--- config.mk ---
export PLATFORM = sky130hd
export DESIGN_NAME = rf_mp
export DESIGN_NICKNAME = d
export VERILOG_FILES = /design/src/rtl/rf_pkg.sv /design/src/rtl/rf_scoreboard.sv /design/src/rtl/rf_mp.sv
export SDC_FILE = /design/constraint.sdc
export NUM_CORES = 2
export LEC_CHECK = 0
export ABC_AREA = 1
export BUFFER_PORTS_ARGS = -buffer_cell sky130_fd_sc_hd__buf_2
export CAP_MARGIN = 20
export CELL_PAD_IN_SITES_DETAIL_PLACEMENT = 1
export CELL_PAD_IN_SITES_GLOBAL_PLACEMENT = 2
export CORE_ASPECT_RATIO = 1.1
export CORE_MARGIN = 4
export CORE_UTILIZATION = 36
export CTS_CLUSTER_SIZE = 10
export DETAILED_ROUTE_END_ITERATION = 8
export PLACE_DENSITY = 0.92
export SLEW_MARGIN = 25
export SYNTH_ARGS = -nofsm -noshare
export SYNTH_HDL_FRONTEND = slang
export SYNTH_HIERARCHICAL = 1
export SYNTH_SLANG_ARGS = --single-unit
--- constraint.sdc ---
create_clock -name clk -period 39.1 [get_ports clk]
set_input_delay 3.91 -clock clk [delete_from_list [all_inputs] [get_ports clk]]
set_output_delay 3.91 -clock clk [all_outputs]
set_load 0.02 [all_outputs]
--- src/rtl/rf_pkg.sv ---
// Shared defaults and types for the multi-port integer register file.
package rf_pkg;
  localparam int unsigned DEF_XLEN     = 32;
  localparam int unsigned DEF_NUM_REGS = 32;
  localparam int unsigned DEF_AW       = $clog2(DEF_NUM_REGS);

  typedef logic [DEF_XLEN-1:0] xdata_t;
  typedef logic [DEF_AW-1:0]   raddr_t;
endpackage

--- src/rtl/rf_scoreboard.sv ---
// Per-register busy scoreboard: set at issue, cleared at writeback, set wins on a collision.
module rf_scoreboard
  import rf_pkg::*;
#(
  parameter  int unsigned NUM_REGS = DEF_NUM_REGS,
  parameter  int unsigned NUM_WR   = 2,
  localparam int unsigned AW       = $clog2(NUM_REGS)
) (
  input  logic                 clk,
  input  logic                 rst,
  input  logic                 sb_set,
  input  logic [AW-1:0]        sb_addr,
  input  logic [NUM_WR-1:0]    wr_en,
  input  logic [NUM_WR*AW-1:0] wr_addr,
  output logic [NUM_REGS-1:0]  busy,
  output logic                 any_busy
);

  logic [NUM_REGS-1:0] busy_next;

  always_comb begin
    busy_next = busy;
    for (int unsigned j = 0; j < NUM_WR; j++) begin
      if (wr_en[j]) busy_next[wr_addr[j*AW +: AW]] = 1'b0;
    end
    // Applied after the clears so a re-issue in the writeback cycle keeps the entry busy.
    if (sb_set && sb_addr != '0) busy_next[sb_addr] = 1'b1;
    busy_next[0] = 1'b0;
  end

  always_ff @(posedge clk or posedge rst) begin
    if (rst) busy <= '0;
    else     busy <= busy_next;
  end

  assign any_busy = |busy;

endmodule

--- src/rtl/rf_mp.sv ---
// Multi-port register file with x0 hardwired to zero and a RAW scoreboard.
// Optional same-cycle write-to-read bypass when RF_BYPASS_EN is defined.
module rf_mp
  import rf_pkg::*;
#(
  parameter  int unsigned XLEN     = DEF_XLEN,
  parameter  int unsigned NUM_REGS = DEF_NUM_REGS,
  parameter  int unsigned NUM_RD   = 2,
  parameter  int unsigned NUM_WR   = 2,
  localparam int unsigned AW       = $clog2(NUM_REGS)
) (
  input  logic                   clk,
  input  logic                   rst,
  input  logic [NUM_RD*AW-1:0]   rd_addr,
  output logic [NUM_RD*XLEN-1:0] rd_data,
  output logic [NUM_RD-1:0]      rd_busy,
  input  logic [NUM_WR-1:0]      wr_en,
  input  logic [NUM_WR*AW-1:0]   wr_addr,
  input  logic [NUM_WR*XLEN-1:0] wr_data,
  input  logic                   sb_set,
  input  logic [AW-1:0]          sb_addr,
  output logic                   any_busy
);

  logic [XLEN-1:0]     regs [NUM_REGS];
  logic [NUM_REGS-1:0] busy;

  rf_scoreboard #(
    .NUM_REGS (NUM_REGS),
    .NUM_WR   (NUM_WR)
  ) u_scoreboard (
    .clk      (clk),
    .rst      (rst),
    .sb_set   (sb_set),
    .sb_addr  (sb_addr),
    .wr_en    (wr_en),
    .wr_addr  (wr_addr),
    .busy     (busy),
    .any_busy (any_busy)
  );

  // Ascending port order: the last non-blocking write wins, giving the highest port priority.
  always_ff @(posedge clk or posedge rst) begin
    if (rst) begin
      for (int unsigned r = 0; r < NUM_REGS; r++) regs[r] <= '0;
    end else begin
      for (int unsigned j = 0; j < NUM_WR; j++) begin
        if (wr_en[j] && wr_addr[j*AW +: AW] != '0)
          regs[wr_addr[j*AW +: AW]] <= wr_data[j*XLEN +: XLEN];
      end
    end
  end

  always_comb begin
    rd_data = '0;
    rd_busy = '0;
    for (int unsigned i = 0; i < NUM_RD; i++) begin
      rd_data[i*XLEN +: XLEN] = regs[rd_addr[i*AW +: AW]];
      rd_busy[i]              = busy[rd_addr[i*AW +: AW]];
`ifdef RF_BYPASS_EN
      for (int unsigned j = 0; j < NUM_WR; j++) begin
        if (wr_en[j] && wr_addr[j*AW +: AW] == rd_addr[i*AW +: AW]) begin
          rd_data[i*XLEN +: XLEN] = wr_data[j*XLEN +: XLEN];
          rd_busy[i]              = 1'b0;
        end
      end
`endif
      if (rd_addr[i*AW +: AW] == '0) begin
        rd_data[i*XLEN +: XLEN] = '0;
        rd_busy[i]              = 1'b0;
      end
    end
  end

endmodule

Word-level counts from Yosys, hierarchy flattened
Cells that the tools add are included.
{ "word_totals": {"register_bits": 1055, "input_bits": 94, "out_inout_bits": 67, "word_cells": 101} }
{ "classes": {"n_bitwise": 9, "order_cmp": 14, "muxes": 31, "n_reduce_logical": 14} }
{ "ops": {"columns": ["cell", "n"], "rows": [
  ["1024-bit bitwise mux", 2],
  ["1024-bit two-way mux", 2],
  ["32-bit two-way mux", 11],
  ["32-bit binary-select mux with 5-bit select", 2],
  ["32-bit demux with 5-bit select", 2],
  ["32-bit bitwise AND", 2],
  ["32-bit NOT", 2],
  ["32-bit bitwise OR", 1],
  ["31-bit OR reduction", 1],
  ["5-bit by 6-bit < comparator with 1-bit output, second input constant", 5],
  ["6-bit greater-or-equal comparator, second input constant", 4],
  ["5-bit NOT with 6-bit output", 4],
  ["1-bit demux with 5-bit select", 3],
  ["5-bit by 1-bit greater-or-equal comparator with 1-bit output, second input constant", 3],
  ["5-bit nonzero test", 3],
  ["6-bit by 1-bit < comparator with 1-bit output, second input constant", 2],
  ["1-bit binary-select mux with 5-bit select", 2],
  ["5-bit logical NOT", 2],
  ["1-bit logical AND", 8],
  ["1-bit two-way mux", 7]
]} }

Depth between registers and ports, before layout
{ "depth": {"depth_word": 11, "mapped_depth": 12, "mapped_depth_nobuf": 11} }

Cells and area by module
Netlist, hierarchy kept.
{ "by_module_without_submodules": {"columns": ["mod", "area_each_um2", "seq_area_each_um2", "instances", "cells_each"], "rows": [
  ["rf_mp", 69103.8, 25624.6, 1, 10857],
  ["rf_scoreboard", 1971.9, 775.7, 1, 310]
]} }

Worst setup path before layout
OpenSTA, ideal clock, no wires.
{ "synth_timing": {"path_kind": "input to output", "start": "input rd_addr[5]", "end": "output rd_data[33]", "setup_slack_ns": 29.792, "path_stages": 12, "arrival_ns": 5.398, "t_required_ns": 35.190, "n_path_buf": 3, "cell_sequence": "buf_2 inv_2 clkbuf_1 clkbuf_1 nand2_1 nand3_1 nand3_1 nand2_1 nand2_1 nand3_1 nand2_1 nor2_1"} }
{ "synth_via": {"elab_chain_cells": 5, "elab_cells_between_ends": 6, "classes_between": "mux: 4; bitwise: 1; reduce/logical: 1"} }
{ "synth_rtl": {"columns": ["item", "line_no", "text"], "rows": [
  ["start, declared", "rf_mp.sv:14", "input logic [NUM_RD*AW-1:0] rd_addr,"],
  ["5-bit NOT with 6-bit output (not written as such)", "rf_mp.sv:58", "rd_data[i*XLEN +: XLEN] = regs[rd_addr[i*AW +: AW]];"],
  ["32-bit binary-select mux with 5-bit select", "rf_mp.sv:58", null],
  ["32-bit two-way mux (not written as such) (2 in series)", "rf_mp.sv:58", null],
  ["32-bit two-way mux *", "rf_mp.sv:68", "if (rd_addr[i*AW +: AW] == '0) begin"],
  ["end, declared", "rf_mp.sv:15", "output logic [NUM_RD*XLEN-1:0] rd_data,"]
]} }
Every way passes the cells marked *; elsewhere a longest branch is shown, timed or not. The select of a mux whose other input is x is not followed.

Worst setup path after layout
{ "layout_timing": {"start": "input rd_addr[0]", "end": "output rd_data[2]"} }
The elaborated chain is that of the path after synthesis.

==> impl_metrics.py <==
metrics = {
    "yosys": {
        "syn_nets": 11300,
        "synth-simple-area-share_pct": 35.1,
        "synth.most_common_cell": "nand2_1",
        "synthTopCellsByArea": "dfrtp_1 (37%), nand2_1 (20%), nand3_1 (12%)",
        "synth_top_family_by_area": "simple AND/OR/NAND/NOR gates",
        "synthCells": 11200,
        "synth_fa_ha_area_share_pct": 0,
        "yosysTopAreaCell": "dfrtp_1",
        "muxShareOfSynthArea_pct": 0,
        "synthXorXnorAreaFrac_pct": 0,
        "synth_top_cell_area_share_pct": 37.1,
        "ys_top_cells_by_count": "nand2_1 (3880), nand3_1 (1668), dfrtp_1 (1055)",
        "yosys_warnings": 6,
        "avgSynthCellArea_um2": 6.36,
        "synth_compound_area_share_pct": 17.3,
        "synth_edf_count": 0,
        "ys_seq_area_share_pct": 37.1,
        "ys_dominant_reg_cell": "dfrtp_1",
        "synth-seq-cells": 1055,
        "synth_area_mm2": 0.0711,
        "synthArstFlopShare_pct": 100,
        "synth_cell_types": 30,
    },
    "global_route": {
        "grt_pass1_vias": 86000,
        "antenna_found_initial": 69,
        "grt.total_usage_pct": 40.5,
        "overflow": 0,
        "grt_pass1_wl_um": 610000,
        "grt_max_degree": 150,
    },
    "pwr": {
        "peakVddDrop_mv": 0.0570,
        "p_leak_nw": 37.8,
        "powerDensity_mw_per_mm2": 51.7,
    },
    "die": {
        "core_region_area_mm2": 0.196,
        "die_area_mm2": 0.205,
        "initial_utilization_pct": 36.3,
        "die_h_um": 474,
        "die_w_um": 432,
        "rows": 170,
        "ios": 161,
    },
    "placement": {
        "numPortBuffers": 160,
        "gp_congestion": 0.929,
        "dp_hpwl_um": 234000,
    },
    "critical_path": {
        "required_ps": 35190,
        "r2r_cells": 4,
        "critical_path.slowest_cell": "buf_4",
        "reg2reg_from": "regs[794]$_DFF_PP0_",
        "end_kind": "output pin",
        "critPathKind": "primary input to output pin",
        "worstPathCellList": "buf_8, buf_4, buf_4, buf_4, buf_4, buf_4, nand2_1, nand3_1, nand3_1, nand2_1, nand2_1, nand2_1, nor2_1, nor2_1, buf_2",
        "critPathMostFrequentCell": "buf_4",
        "r2r-end": "regs[794]$_DFF_PP0_",
        "worstPathArrival_ps": 9950,
        "crit_path_max_fanout": 79,
        "crit_path_start_kind": "primary input",
        "r2r_slack_ps": 38100,
        "max_stage_delay_ps": 900,
    },
    "cts": {
        "clockBufferDepth": 3,
        "post_cts_buffers": 0,
        "clock_sinks": 1055,
        "cts_inserted_buffers": 133,
        "h-tree-depth": 4,
        "cts-root-buf": "clkbuf_16",
        "clk_latency_ps": 850,
        "cts_tree": "done",
        "clkSlewWorstSetupHoldPaths_ps": 60,
        "ctsHoldBuffers": 0,
        "cts_resized": 0,
    },
    "timing": {
        "worstMarginPinSlew_ps": 1280,
        "finalHoldViolations": 0,
        "fin_worst_skew_ps": 0,
        "finalCritPeriodShare_pct": 35.4,
        "grt_setup_unrepaired": "false",
        "fin_crit_ps": 13860,
        "setup_tns_ps": 0,
        "max_freq_mhz": 72.1,
        "finalHoldWorstSlack_ps": 406,
        "finalSetupViolCount": 0,
        "slew_headroom_pct": 14.5,
        "slew_violations": 0,
    },
    "route": {
        "ant_nets": 0,
        "drt-pass1-iter-count": 6,
        "dr_total_vias": 87900,
        "via_per_inst": 6.60,
        "drtIter0Drc": 12300,
        "wire_per_inst_um": 32.0,
        "wl_um": 427000,
        "drc": 0,
    },
    "run": {
        "maxCapViolCount": 0,
    },
    "finish": {
        "areaGrowthSynthToFinish_pct": 8.76,
        "drive_above_1_share_pct": 6.05,
        "finalNetCount": 10700,
    },
    "min_path": {
        "worstHoldStart": "regs[995]$_DFF_PP0_",
        "hold_class": "flop to flop",
        "hold_depth": 0,
        "hold_end": "regs[995]$_DFF_PP0_",
    },
    "run_status": {
        "status": "complete, no violations",
    },
}
## cell usage in the layout, fill, tap and decap left out, types with 5 or more instances in the layout
| cell | instances |
|---|---|
| nor2_2 | 11 |
| o21ai_1 | 51 |
| o211ai_1 | 549 |
| dfrtp_1 | 1055 |
| nand4_1 | 11 |
| inv_8 | 5 |
| inv_2 | 29 |
| a31oi_1 | 46 |
| buf_2 | 152 |
| clkinv_1 | 6 |
| diode_2 | 50 |
| nand2_4 | 18 |
| nand2_1 | 3868 |
| buf_12 | 9 |
| clkbuf_1 | 43 |
| clkbuf_16 | 141 |
| buf_4 | 173 |
| nor2_4 | 20 |
| buf_6 | 5 |
| a21oi_1 | 384 |
| nand3_4 | 7 |
| nor3_4 | 8 |
| clkinv_2 | 19 |
| nor3_1 | 7 |
| nand3_1 | 1661 |
| clkbuf_8 | 20 |
| o22ai_1 | 63 |
| inv_1 | 849 |
| a22oi_1 | 7 |
| o21ai_0 | 1048 |
| nor2_1 | 388 |
| nand2_2 | 5 |
## through the flow
stage                     setup slack (ps)  cells  total power [mW]  instance area (um2)  util [%]
after floorplan                       6370  11200              2.36                71100         -
after global placement               25790  13000              2.63                72900      37.3
after detailed placement             25730  13000              2.71                72900      37.3
after CTS                            25720  13300              3.94                77100      39.4
after global routing                 25110  13300              4.19                77200      39.4
final                                25240  13300              3.99                77300      39.5
## critical path, delay by kind of cell
family                 cells  cell delay, ps
buffers and inverters      7            4370
and+or+nand+nor            8            1420
## cells by family (layout without fill, tap and decap cells)
| family | count (synthesis) | count (layout) |
|---|---|---|
| AND/OR/NAND/NOR | 6012 | 6012 |
| AO/OA/AOI/OAI | 2148 | 2148 |
| buffers and inverters | 1951 | 1470 |
| flip-flops | 1055 | 1055 |
| other | 1 | 51 |
## routing by layer
| layer | part of all wire, % | wire length (um) | GRT usage, % |
|---|---|---|---|
| met4 | 10 | 44200 | 35.3 |
| met5 | 0.090 | 384 | 0.356 |
| met3 | 14 | 58000 | 14.1 |
| met2 | 41 | 175000 | 58.4 |
| met1 | 35 | 149000 | 47.7 |
## state kept, by name, summed over array words and instances, names as in the netlist
register / count
regs: 1024
u_scoreboard/busy: 31
## power by group
part	leakage [nW]	internal, mW	switching [mW]
Sequential	12.8	1.38	0.258
Clock	2.02	0.701	0.541
Combinational	23.0	0.400	0.715
Total	37.8	2.48	1.51
## worst max path at each step
stage	startpoint	endpoint	slack, ps	depth (start not counted)
2_1_floorplan	rst	regs[0]$_DFF_PP0_	6370	1
6_report	rd_addr[0]	rd_data[2]	25240	15
3_5_place_dp	rd_addr[0]	rd_data[17]	25730	15
3_3_place_gp	rd_addr[0]	rd_data[1]	25790	15
5_1_grt	rd_addr[0]	rd_data[2]	25110	15
4_1_cts	rd_addr[0]	rd_data[17]	25720	15
## layout make-up
type                    count  area (um2)
fillers                 25300      118000
multi-input cells        8161       37500
flip-flops and latches   1055       26400
clock buffers             204        3970
inverters                 907        3480
well taps                2580        3230
repair buffers            345        2410
clock inverters            14         163
diodes                     50         125
Note: power is estimated with default switching activity, not from simulation.
